**src/rtl/vz_pkg.sv**
```systemverilog
// Shared constants and state encoding for the VZ snapshot uploader.
package vz_pkg;

   localparam int unsigned VZ_HDR_LEN  = 24;
   localparam int unsigned VZ_NAME_LEN = 17;
   localparam int unsigned VZ_NAME_OFS = 4;
   localparam int unsigned VZ_TYPE_OFS = VZ_NAME_OFS + VZ_NAME_LEN;

   localparam logic [7:0] VZ_TYPE_BASIC  = 8'hF0;
   localparam logic [7:0] VZ_TYPE_BINARY = 8'hF1;

   // Magic "VZF0", first file byte in the top byte lane.
   localparam logic [31:0] VZ_MAGIC = 32'h565A_4630;
   // Program name "MISTER", first character in the top byte lane.
   localparam logic [47:0] VZ_NAME  = 48'h4D49_5354_4552;

   typedef enum logic [2:0] {
      ST_IDLE,
      ST_PTR_LO,
      ST_PTR_HI,
      ST_CALC,
      ST_READY,
      ST_FETCH,
      ST_DONE
   } vz_state_e;

endpackage

```
**src/rtl/vz_header_rom.sv**
```systemverilog
// Constant 24-byte VZ header, indexed by file offset; offsets 24..31 read as zero.
module vz_header_rom
   import vz_pkg::*;
#(
   parameter logic [15:0] BASIC_START = 16'h7AE9,
   parameter logic [7:0]  FILE_TYPE   = VZ_TYPE_BASIC
) (
   input  logic [4:0] offset,
   output logic [7:0] data_c
);

   always_comb begin
      data_c = 8'h00;
      case (offset)
         5'd0:  data_c = VZ_MAGIC[31:24];
         5'd1:  data_c = VZ_MAGIC[23:16];
         5'd2:  data_c = VZ_MAGIC[15:8];
         5'd3:  data_c = VZ_MAGIC[7:0];
         5'd4:  data_c = VZ_NAME[47:40];
         5'd5:  data_c = VZ_NAME[39:32];
         5'd6:  data_c = VZ_NAME[31:24];
         5'd7:  data_c = VZ_NAME[23:16];
         5'd8:  data_c = VZ_NAME[15:8];
         5'd9:  data_c = VZ_NAME[7:0];
         5'd21: data_c = FILE_TYPE;
         5'd22: data_c = BASIC_START[7:0];
         5'd23: data_c = BASIC_START[15:8];
         default: data_c = 8'h00;
      endcase
   end

endmodule

```
**src/rtl/vz_uploader.sv**
```systemverilog
// Serves a VZ snapshot of the BASIC program area to the HPS upload path,
// generating the header locally and fetching program bytes through the RAM arbiter.
module vz_uploader
   import vz_pkg::*;
#(
   parameter logic [15:0] BASIC_START  = 16'h7AE9,
   parameter logic [15:0] END_PTR_ADDR = 16'h78F9,
   parameter logic [7:0]  FILE_TYPE    = VZ_TYPE_BASIC
) (
   input  logic        CLK10MHZ,
   input  logic        RESET,
   input  logic        upload_arm,
   input  logic        ioctl_upload,
   input  logic        ioctl_rd,
   input  logic [15:0] ioctl_addr,
   output logic [7:0]  ioctl_din,
   output logic        ioctl_wait,
   output logic [15:0] upload_size,
   output logic        ready,
   output logic        mem_req,
   output logic [15:0] mem_addr,
   input  logic        mem_ack,
   input  logic [7:0]  mem_data
);

   localparam logic [15:0] HDR_LEN16 = 16'(VZ_HDR_LEN);

   vz_state_e   state;
   logic [15:0] end_ptr;
   logic        upload_q;
   logic        drop_pending;

   logic [7:0]  hdr_byte_c;
   logic        is_hdr_c;
   logic        in_range_c;
   logic        upload_fall_c;
   logic [15:0] fetch_addr_c;
   logic [15:0] span_c;
   logic [16:0] sum_c;
   logic [15:0] size_c;

   vz_header_rom #(
      .BASIC_START (BASIC_START),
      .FILE_TYPE   (FILE_TYPE)
   ) u_hdr (
      .offset (ioctl_addr[4:0]),
      .data_c (hdr_byte_c)
   );

   assign is_hdr_c      = ioctl_addr < HDR_LEN16;
   assign in_range_c    = ioctl_addr < upload_size;
   assign upload_fall_c = upload_q & ~ioctl_upload;
   assign fetch_addr_c  = BASIC_START + (ioctl_addr - HDR_LEN16);

   // File size: header plus program span, saturating at 16 bits.
   assign span_c = end_ptr - BASIC_START;
   assign sum_c  = 17'(span_c) + 17'(VZ_HDR_LEN);
   assign size_c = (end_ptr <= BASIC_START) ? HDR_LEN16 :
                   (sum_c[16] ? 16'hFFFF : sum_c[15:0]);

   always_ff @(posedge CLK10MHZ or negedge RESET) begin
      if (!RESET) begin
         state        <= ST_IDLE;
         end_ptr      <= 16'h0000;
         upload_q     <= 1'b0;
         drop_pending <= 1'b0;
         ioctl_din    <= 8'h00;
         ioctl_wait   <= 1'b0;
         upload_size  <= 16'h0000;
         ready        <= 1'b0;
         mem_req      <= 1'b0;
         mem_addr     <= 16'h0000;
      end else begin
         upload_q <= ioctl_upload;
         case (state)
            ST_IDLE, ST_DONE: begin
               // Arm takes priority over any read seen in the same cycle.
               if (upload_arm) begin
                  ready    <= 1'b0;
                  mem_req  <= 1'b1;
                  mem_addr <= END_PTR_ADDR;
                  state    <= ST_PTR_LO;
               end
            end
            ST_PTR_LO: begin
               if (mem_ack) begin
                  end_ptr[7:0] <= mem_data;
                  mem_addr     <= END_PTR_ADDR + 16'd1;
                  state        <= ST_PTR_HI;
               end
            end
            ST_PTR_HI: begin
               if (mem_ack) begin
                  end_ptr[15:8] <= mem_data;
                  mem_req       <= 1'b0;
                  state         <= ST_CALC;
               end
            end
            ST_CALC: begin
               upload_size <= size_c;
               ready       <= 1'b1;
               state       <= ST_READY;
            end
            ST_READY: begin
               if (upload_fall_c) begin
                  state <= ST_DONE;
               end else if (ioctl_rd && ioctl_upload) begin
                  if (is_hdr_c) begin
                     ioctl_din <= hdr_byte_c;
                  end else if (in_range_c) begin
                     mem_req      <= 1'b1;
                     mem_addr     <= fetch_addr_c;
                     ioctl_wait   <= 1'b1;
                     drop_pending <= 1'b0;
                     state        <= ST_FETCH;
                  end else begin
                     ioctl_din <= 8'h00;
                  end
               end
            end
            ST_FETCH: begin
               // A window close during the fetch still completes the handshake.
               if (upload_fall_c) begin
                  drop_pending <= 1'b1;
               end
               if (mem_ack) begin
                  mem_req    <= 1'b0;
                  ioctl_wait <= 1'b0;
                  if (drop_pending || upload_fall_c) begin
                     state <= ST_DONE;
                  end else begin
                     ioctl_din <= mem_data;
                     state     <= ST_READY;
                  end
               end
            end
            default: begin
               mem_req    <= 1'b0;
               ioctl_wait <= 1'b0;
               state      <= ST_IDLE;
            end
         endcase
      end
   end

endmodule

```
**config.mk**
```make
export PLATFORM = sky130hd
export DESIGN_NAME = vz_uploader
export DESIGN_NICKNAME = d
export VERILOG_FILES = /design/src/rtl/vz_pkg.sv /design/src/rtl/vz_header_rom.sv /design/src/rtl/vz_uploader.sv
export SDC_FILE = /design/constraint.sdc
export NUM_CORES = 1
export LEC_CHECK = 0
export ABC_AREA = 1
export CORE_AREA = 8 8 102 104
export CTS_BUF_LIST = sky130_fd_sc_hd__clkbuf_8 sky130_fd_sc_hd__clkbuf_16
export DETAILED_ROUTE_END_ITERATION = 10
export DIE_AREA = 0 0 110 112
export PLACE_DENSITY = 0.77
export SYNTH_ARGS = -nofsm -noshare
export SYNTH_HDL_FRONTEND = slang
export SYNTH_SLANG_ARGS = --single-unit
```
**constraint.sdc**
```tcl
create_clock -name CLK10MHZ -period 2.8 [get_ports CLK10MHZ]
set_clock_uncertainty 0.15 [all_clocks]
set_input_delay 0.56 -clock CLK10MHZ [delete_from_list [all_inputs] [get_ports CLK10MHZ]]
set_output_delay 0.56 -clock CLK10MHZ [all_outputs]
set_load 0.02 [all_outputs]
```
---- Word-level counts from Yosys, hierarchy flattened ----
Memory sizes are Yosys's and may differ from the RTL's.
Index checks and enable logic that the tools add are counted.
cells by class
  add/subtract/negate cells ............... 4
  $lt $le $gt $ge ......................... 3
  eq/ne operators ......................... 21
  multiplexer cells ....................... 42
  bitwise logic cells ..................... 4
  reduce and logical (&&, ||, !) cells .... 19
operators with widths
  kind                      count
  $mux W16                  8
  $mux W8                   6
  $pmux W16 S3              1
  $mux W3                   8
  $reduce_and A7 Y1         3
  $ne A2 B2 Y1 const B      10
  $pmux W3 S6               1
  $reduce_and A6 Y1         3
  $add A16 B5 Y17 const B   1
  $add A15 B16 Y16 const A  1
  $le A16 B15 Y1 const B    1
  $lt A16 B16 Y1            1
  $lt A16 B5 Y1 const B     1
  $pmux W8 S2               1
  $sub A16 B15 Y16 const B  1
  $sub A16 B5 Y16 const B   1
  $mux W1                   12
  $ne A3 B3 Y1 const B      4
  $eq A3 B3 Y1 const B      3
  $eq A3 B2 Y1 const B      2
  $reduce_and A2 Y1         3
  $reduce_or A2 Y1          3
  $reduce_or A5 Y1          1
  $pmux W1 S2               2
  other kinds (12)          15
word-level totals
  register bits after elaboration ......... 64
  memory bits (read-only) ................. 256
  logic and storage cells ................. 105
  memories kept ........................... 1
memories
  memory           depth  width  rd ports  clocked after Yosys merged registers in  wr ports  line                 source
  (no name shown)  32     8      1         0                                        0         vz_header_rom.sv:14  case (offset)

---- Longest topological paths before layout ----
  word-level depth ........................ 7
  gate-level depth with buffers ........... 17
  gate-level depth less buffers ........... 17

---- Cells and area by module ----
From an unflattened synthesis, not the netlist that was laid out.
unflattened totals
  cell total of the unflattened synthesis .. 716
  area, all modules ....................... 4809.6 µm²
by module, submodules not included
  module         times used  cells an instance  area an instance (µm²)
  vz_uploader    1           668                4528.1
  vz_header_rom  1           48                 281.5

---- Worst setup path after synthesis ----
Ideal clock, no wire load.
  kind .................................... flip-flop to flip-flop
  from .................................... register end_ptr[0]
  to ...................................... register upload_size[13]
  data arrival time ....................... 1.867 ns
  path slack .............................. 0.667 ns
  cell stages (with the launch flop) ...... 18
  clock period less this slack ............ 2.133 ns
  path through ............................ dfrtp_1 inv_1 ha_1 nand2_2 nand2_2 nand2_1 nand2_2 ha_1 inv_1 nand3_1 nor2_1 nand2_1 inv_1 nand3_1 nand2_1 nand3_1 nand2_1 nand2_1
between the ends
  longest elaborated chain between the ends .. 4
ends and longest elaborated chain
  item                    line                source
  from (decl)             vz_uploader.sv:29   logic [15:0] end_ptr;
  from (signal assigned)  vz_uploader.sv:87   end_ptr[7:0] <= mem_data;
  $sub A16 B15 Y16        vz_uploader.sv:56   assign span_c = end_ptr - BASIC_START;
  $add A16 B5 Y17         vz_uploader.sv:57   assign sum_c = 17'(span_c) + 17'(VZ_HDR_LEN);
  $mux W16                vz_uploader.sv:59   (sum_c[16] ? 16'hFFFF : sum_c[15:0]);
  $mux W16 (*)            vz_uploader.sv:58   assign size_c = (end_ptr <= BASIC_START) ? HDR_LEN16 :
  to (signal assigned)    vz_uploader.sv:100  upload_size <= size_c;
  to (decl)               vz_uploader.sv:18   output logic [15:0] upload_size,
Mark *: on every way between the ends. The rest lies on a longest branch, timed or not.
A chain may end at the register's enable or synchronous reset.

---- Worst setup path in the final report ----
  from .................................... input ioctl_addr[7]
  to ...................................... register ioctl_din[2]
between the ends
  longest elaborated chain between the ends .. 5
ends and longest elaborated chain
  item                  line                source
  from (decl)           vz_uploader.sv:15   input logic [15:0] ioctl_addr,
  $lt A16 B5 Y1         vz_uploader.sv:50   assign is_hdr_c = ioctl_addr < HDR_LEN16;
  $mux W8               vz_uploader.sv:108  if (is_hdr_c) begin
  $mux W8               vz_uploader.sv:107  end else if (ioctl_rd && ioctl_upload) begin
  $mux W8               vz_uploader.sv:105  if (upload_fall_c) begin
  $pmux W8 S2           vz_uploader.sv:75   case (state)
  to (signal assigned)  vz_uploader.sv:109  ioctl_din <= hdr_byte_c;
  to (signal assigned)  vz_uploader.sv:132  ioctl_din <= mem_data;
  to (decl)             vz_uploader.sv:16   output logic [7:0] ioctl_din,
Several ways; a longest one is shown, not always the timed one. The select of a mux whose other input is x is not followed.

==> flow_metrics.py <==
metrics = {
    "global_routing": {
        "grt_start_max_net_pins": 36,
        "grtUsageTotal_pct": 22.0,
        "busiest_layer": "met2",
        "grt_overflow": 0,
        "grt_pass1_vias": 4534,
        "grt_pass1_wl_um": 21800,
        "use_met2_pct": 36.1,
        "grtUsageMet3_pct": 5.43,
        "grtUsageMet1_pct": 27.5,
        "antenna_found_initial": 0,
    },
    "layout": {
        "multiInputGateArea_um2": 2630,
        "layout.filler_cells": 810,
        "synthToLayoutAreaGrowth_pct": 24.4,
        "finalInstanceArea_um2": 5820,
        "layout-drive-gt1-share_pct": 11.9,
        "n_antenna_cell": 0,
        "final_core_util_pct": 65.4,
        "fin_nets": 826,
        "regArea_um2": 1600,
    },
    "clock_network": {
        "post_cts_buffers": 0,
        "tritoncts": "yes",
        "worstSkewPairLatency_ps": 350,
        "h-tree-depth": 3,
        "cts_resized": 0,
        "clock-root-buffer": "clkbuf_8",
        "clock-sinks": 64,
        "postCtsHoldBufs": 0,
        "cts.path.max_buffers": 2,
        "cts_buffers": 9,
        "path_clk_slew_ps": 90,
    },
    "synth": {
        "synthTopCellsByArea": "dfrtp_1 34%, nand2_1 17%, ha_1 7.2%, o21ai_0 7.1%, inv_1 6.7%",
        "synth_cell_types": 41,
        "synth_commonest_cells": "213 x nand2_1, 84 x inv_1, 66 x o21ai_0, 64 x dfrtp_1, 40 x nand3_1",
        "yosys.area.top_type_share_pct": 34.3,
        "synthCells": 681,
        "async_flop_share_pct": 100,
        "synth_top_area_cell": "dfrtp_1",
        "syn_nets": 738,
        "synth_area_um2": 4680,
        "synth_area_per_cell_um2": 6.87,
        "ys_dominant_reg_cell": "dfrtp_1",
        "synth.most_common_cell": "nand2_1",
        "seq_area_frac_synth_pct": 34.3,
        "synth_edf_count": 0,
        "ys_ff_latch": 64,
        "ys_warn_count": 0,
    },
    "setup_path": {
        "worstSetupStartpointType": "primary input",
        "endpoint_kind": "flip-flop",
        "timing_worst_setup_path_type": "in -> reg",
        "critPathArrivalTime_ps": 2620,
        "worstPathRequired_ps": 2860,
        "crit_fanout": 13,
    },
    "drt": {
        "drtIter0Drc": 262,
        "post_drt_via_cell_ratio": 5.24,
        "drc": 0,
        "wl_per_cell_um": 14.7,
        "postRouteAntennaNets": 0,
        "first_pass_iters": 5,
        "routed_wl_um": 13000,
        "vias": 4634,
    },
    "sta": {
        "drv_slew": 0,
        "fin_ws_ps": 247,
        "finalHoldViolations": 0,
        "setup_violations": 0,
        "rsz0062_at_grt": "no",
        "fin_crit_sh_pct": 91.2,
        "max_slew_margin_pct": 53.1,
        "finalCriticalPeriod_ps": 2550,
        "timing.fmax_ghz": 0.392,
        "worst_pin_slew_ps": 704,
    },
    "run_status": {
        "status": "completed",
    },
    "floorplan": {
        "die_w_um": 110,
        "coreArea_um2": 8890,
        "rows": 35,
        "top_level_ports": 73,
        "initial_core_util_pct": 52.6,
        "die_y_um": 112,
        "dieArea_um2": 12300,
    },
    "placed_design": {
        "place_ws_ps": -125,
        "place_area_um2": 5620,
        "port_buffers": 72,
        "hpwl_um": 10300,
        "gp_congestion": 0.915,
    },
    "flow_run": {
        "cap_viol_max_count": 0,
    },
    "power_and_ir_drop": {
        "p_leak_uw": 0.00292,
        "p_per_area_nw_per_um2": 995,
        "ir_drop_mv": 0.741,
    },
    "hold_path": {
        "min_path_type": "in -> async",
    },
}
stage by stage:
| stage | std cells | setup TNS [ps] | power (uW) | hold WS (ps) |
|---|---|---|---|---|
| 2_1_floorplan | 681 | 0 | 3860 | 114 |
| 3_3_place_gp | 869 | 0 | 4900 | 309 |
| 3_5_place_dp | 869 | -736 | 4980 | 310 |
| 4_1_cts | 885 | 0 | 5820 | 115 |
| 5_1_grt | 885 | 0 | 6300 | 135 |
| 6_report | 885 | 0 | 5790 | 95.5 |
routing by layer:
| layer | routed length (um) | vias up |
|---|---|---|
| li1 | - | 2357 |
| met1 | 5670 | 2138 |
| met2 | 6460 | 118 |
| met3 | 691 | 21 |
| met4 | 223 | 0 |
| met5 | 0 | - |
sequential cells by signal, indices dropped and copies added, names as in the netlist, 3 cells and up:
name         cells
state            3
mem_addr        16
end_ptr         16
ioctl_din        8
upload_size     16
placed cells by master, fill, tap and decap left out, types with 9 or more instances in the layout:
master,instances
a21oi_1,29
buf_4,19
clkbuf_8,9
clkdlybuf4s50_1,71
dfrtp_1,64
ha_1,27
inv_1,84
inv_2,9
nand2_1,213
nand2_2,22
nand3_1,40
nor2_1,38
o21ai_0,66
o21ai_1,9
final timing paths:
| kind | cells past startpoint | startpoint | end | slack (ps) |
|---|---|---|---|---|
| setup / recovery | 11 | ioctl_addr[7] | ioctl_din[2] | 250 |
| hold / removal | 1 | RESET | end_ptr[15] | 100 |
| setup reg to reg | 17 | end_ptr[0] | upload_size[13] | 280 |
| hold reg to reg | 2 | ioctl_din[4] | ioctl_din[4] | 330 |
| max in group asynchronous | 2 | RESET | mem_addr[8] | 1750 |
| min in group CLK10MHZ | 2 | ioctl_din[4] | ioctl_din[4] | 330 |
final cells by class:
type,instances,share of cell area (%)
inverter,94,6.07
timing repair buffer,93,15.4
sequential,64,27.5
clock buffer,9,2.13
multi-input combinational,507,45.2
tap,111,2.39
clock inverter,7,1.25
worst max-delay path: stages:
cell and delay, ps:
clkdlybuf4s50_1 500, ha_1 370, a21oi_1 160, o21a_1 130
nand2_1 50, nand2_1 50, nand2_1 110, inv_1 100
nand3_1 130, nand2_1 320, o21ai_0 140
power breakdown:
group / switching, uW / leakage (uW) / internal [uW] / total (uW)
Combinational: 2000 / 0.00201 / 1300 / 3300
Clock: 398 / 0.0000952 / 411 / 809
Sequential: 379 / 0.000813 / 1300 / 1680
Total: 2780 / 0.00292 / 3010 / 5790
cells by family after synthesis:
family	after synthesis	synth area share, %
AND/OR/NAND/NOR	357	34.7
AO/OA/AOI/OAI	120	13.7
buffers and inverters	110	9.53
flip-flops	64	34.3
adder cells (fa/ha/maj)	27	7.22
XOR/XNOR	3	0.562
Power figures use the tool's default switching activity.
